### config.mk
export PLATFORM = sky130hd
export DESIGN_NAME = sfx_scheduler_flat
export DESIGN_NICKNAME = d
export VERILOG_FILES = /design/src/rtl/sfx_pkg.sv /design/src/rtl/sfx_scheduler_if.sv /design/src/rtl/sfx_scheduler_square_tone.sv /design/src/rtl/sfx_scheduler.sv /design/src/flat_wrapper.sv
export SDC_FILE = /design/constraint.sdc
export NUM_CORES = 1
export LEC_CHECK = 0
export ABC_AREA = 1
export CAP_MARGIN = 15
export CORE_ASPECT_RATIO = 0.6
export CORE_MARGIN = 2
export CORE_UTILIZATION = 45
export DETAILED_ROUTE_END_ITERATION = 12
export PLACE_DENSITY_LB_ADDON = 0.3
export SLEW_MARGIN = 20
export SYNTH_ARGS = -nofsm -noshare
export SYNTH_HDL_FRONTEND = slang
export SYNTH_SLANG_ARGS = --single-unit
### constraint.sdc
create_clock -name clk -period 3.9 [get_ports clk]
set_input_delay 0.39 -clock clk [delete_from_list [all_inputs] [get_ports clk]]
set_output_delay 0.39 -clock clk [all_outputs]
set_load 0.02 [all_outputs]
### src/rtl/sfx_pkg.sv
// Shared types and constants for the tone scheduler: FSM states, timing
// defaults and note half-periods at a 50 MHz system clock.
package sfx_pkg;

    typedef enum logic [1:0] {
        S_IDLE = 2'd0,
        S_PLAY = 2'd1,
        S_GAP  = 2'd2
    } state_t;

    localparam int TICK_DIV_DEF = 6250000;
    localparam int GAP_CYC_DEF  = 250000;

    localparam int HP_C5 = 47778;
    localparam int HP_D5 = 42565;
    localparam int HP_E5 = 37921;
    localparam int HP_G5 = 31888;
    localparam int HP_A5 = 28409;
    localparam int HP_B5 = 25309;
    localparam int HP_C6 = 23889;
    localparam int HP_F6 = 17896;

endpackage

### src/rtl/sfx_scheduler_if.sv
// Requester-side bundle of the tone scheduler: note requests in, grant /
// completion pulses and the speaker output back.
interface sfx_if #(
    parameter int NREQ  = 4,
    parameter int HP_W  = 18,
    parameter int DUR_W = 8
);
    localparam int ID_W = $clog2(NREQ);

    logic [NREQ-1:0]       req;
    logic [NREQ*HP_W-1:0]  half_period;
    logic [NREQ*DUR_W-1:0] duration;
    logic [NREQ-1:0]       grant;
    logic [NREQ-1:0]       done;
    logic [NREQ-1:0]       abort;
    logic                  busy;
    logic [ID_W-1:0]       active_id;
    logic                  signalout;

    modport master (
        output req, half_period, duration,
        input  grant, done, abort, busy, active_id, signalout
    );

    modport slave (
        input  req, half_period, duration,
        output grant, done, abort, busy, active_id, signalout
    );

endinterface

### src/rtl/sfx_scheduler_square_tone.sv
// Square-wave generator: toggles every half_period clocks, held low on
// restart or when half_period is 0 (a rest).
module square_tone #(
    parameter int HP_W = 18
) (
    input  logic            clk,
    input  logic            rst,
    input  logic            restart,
    input  logic [HP_W-1:0] half_period,
    output logic            out
);

    logic [HP_W-1:0] cnt_q, cnt_d;
    logic            out_q, out_d;

    always_comb begin
        cnt_d = cnt_q;
        out_d = out_q;
        if (restart || half_period == '0) begin
            cnt_d = '0;
            out_d = 1'b0;
        end else if (cnt_q == half_period - HP_W'(1)) begin
            cnt_d = '0;
            out_d = ~out_q;
        end else begin
            cnt_d = cnt_q + HP_W'(1);
        end
    end

    always_ff @(posedge clk or posedge rst) begin
        if (rst) begin
            cnt_q <= '0;
            out_q <= 1'b0;
        end else begin
            cnt_q <= cnt_d;
            out_q <= out_d;
        end
    end

    assign out = out_q;

endmodule

### src/rtl/sfx_scheduler.sv
// Fixed-priority tone scheduler: grants one note at a time, times it in beat
// ticks, lets higher-priority requesters preempt, and inserts a silent gap.
//
//  state  | meaning
//  S_IDLE | no note; lowest-index request is granted on the next edge
//  S_PLAY | note sounding; tick/remaining counters run, preemption allowed
//  S_GAP  | silent articulation gap after a completed note
module sfx_scheduler
    import sfx_pkg::*;
#(
    parameter int NREQ     = 4,
    parameter int HP_W     = 18,
    parameter int DUR_W    = 8,
    parameter int TICK_DIV = TICK_DIV_DEF,
    parameter int GAP_CYC  = GAP_CYC_DEF
) (
    input logic clk,
    input logic rst,
    sfx_if.slave bus
);

    localparam int ID_W   = $clog2(NREQ);
    localparam int TICK_W = (TICK_DIV > 1) ? $clog2(TICK_DIV) : 1;
    localparam int GAP_W  = $clog2(GAP_CYC + 1);

    state_t          state_q, state_d;
    logic [ID_W-1:0] id_q, id_d;
    logic [HP_W-1:0] hp_q, hp_d;
    logic [DUR_W-1:0] rem_q, rem_d;
    logic [TICK_W-1:0] tick_q, tick_d;
    logic [GAP_W-1:0] gap_q, gap_d;
    logic [NREQ-1:0] grant_q, grant_d;
    logic [NREQ-1:0] done_q, done_d;
    logic [NREQ-1:0] abort_q, abort_d;

    logic            win_vld;
    logic [ID_W-1:0] win_id;
    logic [HP_W-1:0] win_hp;
    logic [DUR_W-1:0] win_dur;
    logic            start_note;
    logic            tone_restart;

    always_comb begin
        win_vld = 1'b0;
        win_id  = '0;
        for (int i = NREQ - 1; i >= 0; i--) begin
            if (bus.req[i]) begin
                win_vld = 1'b1;
                win_id  = ID_W'(i);
            end
        end
    end

    assign win_hp  = bus.half_period[int'(win_id)*HP_W +: HP_W];
    assign win_dur = bus.duration[int'(win_id)*DUR_W +: DUR_W];

    always_comb begin
        state_d      = state_q;
        id_d         = id_q;
        hp_d         = hp_q;
        rem_d        = rem_q;
        tick_d       = tick_q;
        gap_d        = gap_q;
        grant_d      = '0;
        done_d       = '0;
        abort_d      = '0;
        start_note   = 1'b0;
        tone_restart = (state_q != S_PLAY);

        case (state_q)
            S_IDLE: begin
                start_note = win_vld;
            end
            S_PLAY: begin
                // Preemption wins over a note finishing on the same edge.
                if (win_vld && win_id < id_q) begin
                    start_note      = 1'b1;
                    abort_d[id_q]   = 1'b1;
                end else if (tick_q == TICK_W'(TICK_DIV - 1)) begin
                    tick_d = '0;
                    rem_d  = rem_q - DUR_W'(1);
                    if (rem_q == DUR_W'(1)) begin
                        done_d[id_q] = 1'b1;
                        tone_restart = 1'b1;
                        gap_d        = '0;
                        state_d      = S_GAP;
                    end
                end else begin
                    tick_d = tick_q + TICK_W'(1);
                end
            end
            S_GAP: begin
                if (gap_q == GAP_W'(GAP_CYC - 1)) begin
                    if (win_vld) begin
                        start_note = 1'b1;
                    end else begin
                        state_d = S_IDLE;
                        id_d    = '0;
                    end
                end else begin
                    gap_d = gap_q + GAP_W'(1);
                end
            end
            default: begin
                state_d = S_IDLE;
                id_d    = '0;
            end
        endcase

        if (start_note) begin
            state_d         = S_PLAY;
            grant_d[win_id] = 1'b1;
            id_d            = win_id;
            hp_d            = win_hp;
            rem_d           = (win_dur == '0) ? DUR_W'(1) : win_dur;
            tick_d          = '0;
            tone_restart    = 1'b1;
        end
    end

    always_ff @(posedge clk or posedge rst) begin
        if (rst) begin
            state_q <= S_IDLE;
            id_q    <= '0;
            hp_q    <= '0;
            rem_q   <= '0;
            tick_q  <= '0;
            gap_q   <= '0;
            grant_q <= '0;
            done_q  <= '0;
            abort_q <= '0;
        end else begin
            state_q <= state_d;
            id_q    <= id_d;
            hp_q    <= hp_d;
            rem_q   <= rem_d;
            tick_q  <= tick_d;
            gap_q   <= gap_d;
            grant_q <= grant_d;
            done_q  <= done_d;
            abort_q <= abort_d;
        end
    end

    square_tone #(.HP_W(HP_W)) u_tone (
        .clk         (clk),
        .rst         (rst),
        .restart     (tone_restart),
        .half_period (hp_q),
        .out         (bus.signalout)
    );

    assign bus.grant     = grant_q;
    assign bus.done      = done_q;
    assign bus.abort     = abort_q;
    assign bus.busy      = (state_q != S_IDLE);
    assign bus.active_id = id_q;

endmodule

### src/flat_wrapper.sv
// flat-port wrapper written by rule: the top's interface ports become plain ports
module sfx_scheduler_flat import sfx_pkg::*;
#(
    parameter int NREQ     = 4,
    parameter int HP_W     = 18,
    parameter int DUR_W    = 8,
    parameter int TICK_DIV = TICK_DIV_DEF,
    parameter int GAP_CYC  = GAP_CYC_DEF
)
  (clk, rst, bus_req, bus_half_period, bus_duration, bus_grant, bus_done, bus_abort, bus_busy, bus_active_id, bus_signalout);
  sfx_if #(.NREQ(NREQ), .HP_W(HP_W), .DUR_W(DUR_W)) bus_i ();
  input logic clk;
  input logic rst;
  input wire logic [$bits(bus_i.req)-1:0] bus_req;
  input wire logic [$bits(bus_i.half_period)-1:0] bus_half_period;
  input wire logic [$bits(bus_i.duration)-1:0] bus_duration;
  output wire logic [$bits(bus_i.grant)-1:0] bus_grant;
  output wire logic [$bits(bus_i.done)-1:0] bus_done;
  output wire logic [$bits(bus_i.abort)-1:0] bus_abort;
  output wire logic [$bits(bus_i.busy)-1:0] bus_busy;
  output wire logic [$bits(bus_i.active_id)-1:0] bus_active_id;
  output wire logic [$bits(bus_i.signalout)-1:0] bus_signalout;
  assign bus_i.req = bus_req;
  assign bus_i.half_period = bus_half_period;
  assign bus_i.duration = bus_duration;
  assign bus_grant = bus_i.grant;
  assign bus_done = bus_i.done;
  assign bus_abort = bus_i.abort;
  assign bus_busy = bus_i.busy;
  assign bus_active_id = bus_i.active_id;
  assign bus_signalout = bus_i.signalout;
  sfx_scheduler #(.NREQ(NREQ), .HP_W(HP_W), .DUR_W(DUR_W), .TICK_DIV(TICK_DIV), .GAP_CYC(GAP_CYC)) u_core (.clk(clk), .rst(rst), .bus(bus_i));
endmodule
==> metrics.log <==
INFO  metric busiest_layer_in_global_routing = met1
INFO  metric drt_drc_violations_left = 0
INFO  metric routed_wirelength = about 23 mm
INFO  metric timing.final.crit_share = 76.15%
INFO  metric ys_types = 37
INFO  metric netlist_top_cells_area = sky130_fd_sc_hd__dfrtp_1 (34%), sky130_fd_sc_hd__nand2_1 (16%), sky130_fd_sc_hd__nand3_1 (7.7%), sky130_fd_sc_hd__nor2_1 (7.3%), sky130_fd_sc_hd__inv_1 (4.5%)
INFO  metric cts_sinks = approximately 100
INFO  metric post-route-min-period = just under 3 ns
INFO  metric vias = roughly 7,700
INFO  metric drt-wirelength-per-cell = roughly 16 um
INFO  metric slew_limit_headroom = between 50% and 60%
INFO  metric ant_nets = 0
INFO  metric critPathCaptureType = register
INFO  metric global_route.usage.total = between 20% and 30%
INFO  metric cts_tree = yes
INFO  metric worstPathMaxFanout = 37
INFO  metric place_ws = 0.5767 ns
INFO  metric fin_nets = 1,350
INFO  metric grt_pass1_vias = between 7,000 and 8,000
INFO  metric fp.coreArea = ~16,000 sq um
INFO  metric tightestPinTransition = approximately 0.73 ns
INFO  metric htreeDepth = 3
INFO  metric mostFrequentLayoutCell = sky130_fd_sc_hd__nand2_1
INFO  metric total_leakage_power = between 3 and 4 nW
INFO  metric die_h = approximately 100 um
INFO  metric hold_path.class = primary input to async pin
INFO  metric row_cnt = 36
INFO  metric post-synth-top-area-cell = sky130_fd_sc_hd__dfrtp_1
INFO  metric max_clock_freq = between 0.3 and 0.4 GHz
INFO  metric cts_max_path_buffers = 2
INFO  metric globalRouteOverflowTotal = 0
INFO  metric timing_worst_setup_path_type = primary input to register
INFO  metric power.ir.vdd_worst = roughly 310 uV
INFO  metric place.port_buffers = ~130
INFO  metric final_number_of_setup_violating_endpoints = 0
INFO  metric largest_net_degree_at_the_start_of_global_routing = 103
INFO  metric result_of_the_run = finished, final reports clean
INFO  metric postCtsSetupRepairBufs = 0
INFO  metric maxSlewViolCount = 0
INFO  metric grt.met2_usage = 35.92%
INFO  metric postSynthCellCount = approximately 1,100
INFO  metric finalClockSkew = around 0.012 ns
INFO  metric grtUsageMet1 = ~42%
INFO  metric die_w = 170.2 um
INFO  metric numCtsBuffers = 9
INFO  metric synth-simple-area-share = 41.85%
INFO  metric postSynth.topFlopCell = sky130_fd_sc_hd__dfrtp_1
INFO  metric postSynthNetCount = between 1,000 and 1,500
INFO  metric grt_antenna_before_repair = 0
INFO  metric mostFrequentLayoutCells = sky130_fd_sc_hd__nand2_1 (325), sky130_fd_sc_hd__nor2_1 (145), sky130_fd_sc_hd__clkdlybuf4s50_1 (125)
INFO  metric synth_compound_area_share = ~8.5%
INFO  metric cap_viol_max_count = 0
INFO  metric met3_usage = ~6.5%
INFO  metric critPathRequiredTime = around 4.1 ns
INFO  metric timing.final.ws_setup = 0.9300 ns
INFO  metric crit_path_start_kind = primary input
INFO  metric hold_violations = 0
INFO  metric ctsRootBufferMaster = sky130_fd_sc_hd__clkbuf_16
INFO  metric io_pins = between 100 and 150
INFO  metric powerDensity = 532.8 nW/um^2
INFO  metric area_enclosed_by_the_die_boundary = about 18,000 sq um
INFO  metric worstPathArrival = ~3.2 ns
INFO  metric fillCellCount = between 1,500 and 2,000
INFO  metric route.detailed.vias_per_inst = ~5.4
INFO  metric main_combinational_cell_family_by_area_after_synthesis = simple AND/OR/NAND/NOR gates
INFO  metric yosysTopAreaCellShare = 34.25%
INFO  metric cts_resized = 0
INFO  metric syn_to_final_growth = 23.08%
INFO  metric detailedPlacementHpwl = 17.46 mm
INFO  metric unrepaired_setup_endpoints_after_global_routing = false
INFO  metric seq_total_area_yosys = ~34%
INFO  metric effective_utilization_at_floorplan = between 40% and 50%
INFO  metric grt_first_pass_wirelength = 37.05 mm
INFO  metric timing.setup.tns = 0 ns
INFO  metric final_layout_size_suffix_gt1_share = under 10%
INFO  metric clk-insertion-delay-late = roughly 0.35 ns
INFO  metric antennaDiodeCount = 0
INFO  metric mappedNetlistArea = approximately 7500 sq um
INFO  metric first_pass_iteration_count_of_the_detailed_router = 5
INFO  metric synthAdderAreaFrac = under 10%
INFO  metric synthesis.area_per_instance = ~6.7 sq um
INFO  metric drt_iter0_markers = 855
INFO  metric cts-hold-fix-buffers = 0
INFO  metric yosys_warnings = 0
INFO  metric gp_routability_congestion = between 0.9 and 1
INFO  metric synth_enable_flop_cells = 0
INFO  metric ys_ff_latch = slightly above 100
INFO  metric synth_xor_area_share = under 10%
INFO  metric synth.mux.area_fraction = 0%
INFO  metric clk_transition_reported_paths = 0.07 ns
INFO  metric asyncSetResetFlopFracSynth = 100.0%
## kinds of logic (layout without fill, tap and decap cells)
logic type | Yosys count | after routing
compound gates | 113 | 113
xor+xnor | 46 | 46
fa+ha+maj | 11 | 11
buf+inv | 143 | 258
flops | 102 | 102
simple gates | 703 | 703
## worst paths after layout
path	start	end	slack [ns]	depth (start not counted)
max	bus_req[2]	u_core.tick_q[13]	0.93	14
min	rst	u_core.bus.abort[0]	0.52	3
max reg2reg	u_core.gap_q[1]	u_core.tick_q[13]	1.24	16
min reg2reg	u_core.rem_q[0]	u_core.rem_q[0]	0.53	2
max in group asynchronous	rst	u_core.bus.grant[1]	2.95	3
min in group clk	u_core.rem_q[0]	u_core.rem_q[0]	0.53	2
## worst max-delay path, stage by stage
cell and delay [ns]:
sky130_fd_sc_hd__clkdlybuf4s50_1 0.68, sky130_fd_sc_hd__nor2_2 0.27, sky130_fd_sc_hd__nor2_2 0.09, sky130_fd_sc_hd__ha_1 0.27
sky130_fd_sc_hd__o21ai_1 0.08, sky130_fd_sc_hd__nand3_2 0.10, sky130_fd_sc_hd__nand2_1 0.09, sky130_fd_sc_hd__nand2_2 0.07
sky130_fd_sc_hd__buf_4 0.36, sky130_fd_sc_hd__nand2_2 0.11, sky130_fd_sc_hd__nand2_4 0.34, sky130_fd_sc_hd__inv_2 0.17
sky130_fd_sc_hd__nand2_1 0.10, sky130_fd_sc_hd__nand2_1 0.06
## cell usage after synthesis, drive strengths merged, types with 2 or more instances
| library cell | number |
|---|---|
| nand3 | 119 |
| nand4 | 37 |
| inv | 103 |
| dfrtp | 102 |
| ha | 11 |
| xnor2 | 12 |
| clkbuf | 7 |
| o21ai | 51 |
| clkinv | 4 |
| nand2 | 334 |
| buf | 29 |
| nor4 | 4 |
| a21oi | 41 |
| nor2 | 170 |
| nor3 | 24 |
| a31oi | 16 |
| xor2 | 34 |
| and2 | 2 |
| o21bai | 4 |
| or2 | 5 |
| nand3b | 8 |
## sequential cells by signal, indices dropped and copies added (netlist names)
signal                cells
u_core.state_q            2
u_core.gap_q             18
u_core.bus.grant          4
u_core.hp_q              18
u_core.bus.abort          4
u_core.bus.active_id      2
u_core.u_tone.cnt_q      18
u_core.u_tone.out         1
u_core.rem_q              8
u_core.tick_q            23
u_core.bus.done           4
## metrics by stage
stage	std cells	area [sq um]	hold slack (ns)	power (mW)	utilization [%]
floorplan	1118	7453	0.4704	3.306	-
global placement	1427	8860	0.4928	3.833	54.64
detailed placement	1427	8860	0.4950	3.883	54.64
CTS	1442	9174	0.5166	4.856	56.57
global route	1442	9174	0.5582	5.258	56.57
finish	1442	9174	0.5200	4.888	56.57
## where the power goes
group,switching (mW),internal [mW]
Combinational,1.57,0.782
Sequential,0.290,1.27
Clock,0.415,0.562
Total,2.28,2.61
## layer usage
layer  wire (um)  share of wire, %  vias up
met2        8873                39      363
met5           0                 0        -
met3        2394                11       14
li1            -                 -     3842
met1       11220                50     3521
met4         169              0.75        0
## layout make-up
class	count	area [sq um]	share of cell area (%)
timing repair buffer	136	1346	14.68
clock inverter	5	85.08	0.9274
clock buffer	10	229.0	2.496
sequential	102	2552	27.82
multi-input combinational	873	4295	46.82
tap	209	261.5	2.851
inverter	107	404.1	4.405
(Power assumes the default switching activity.)
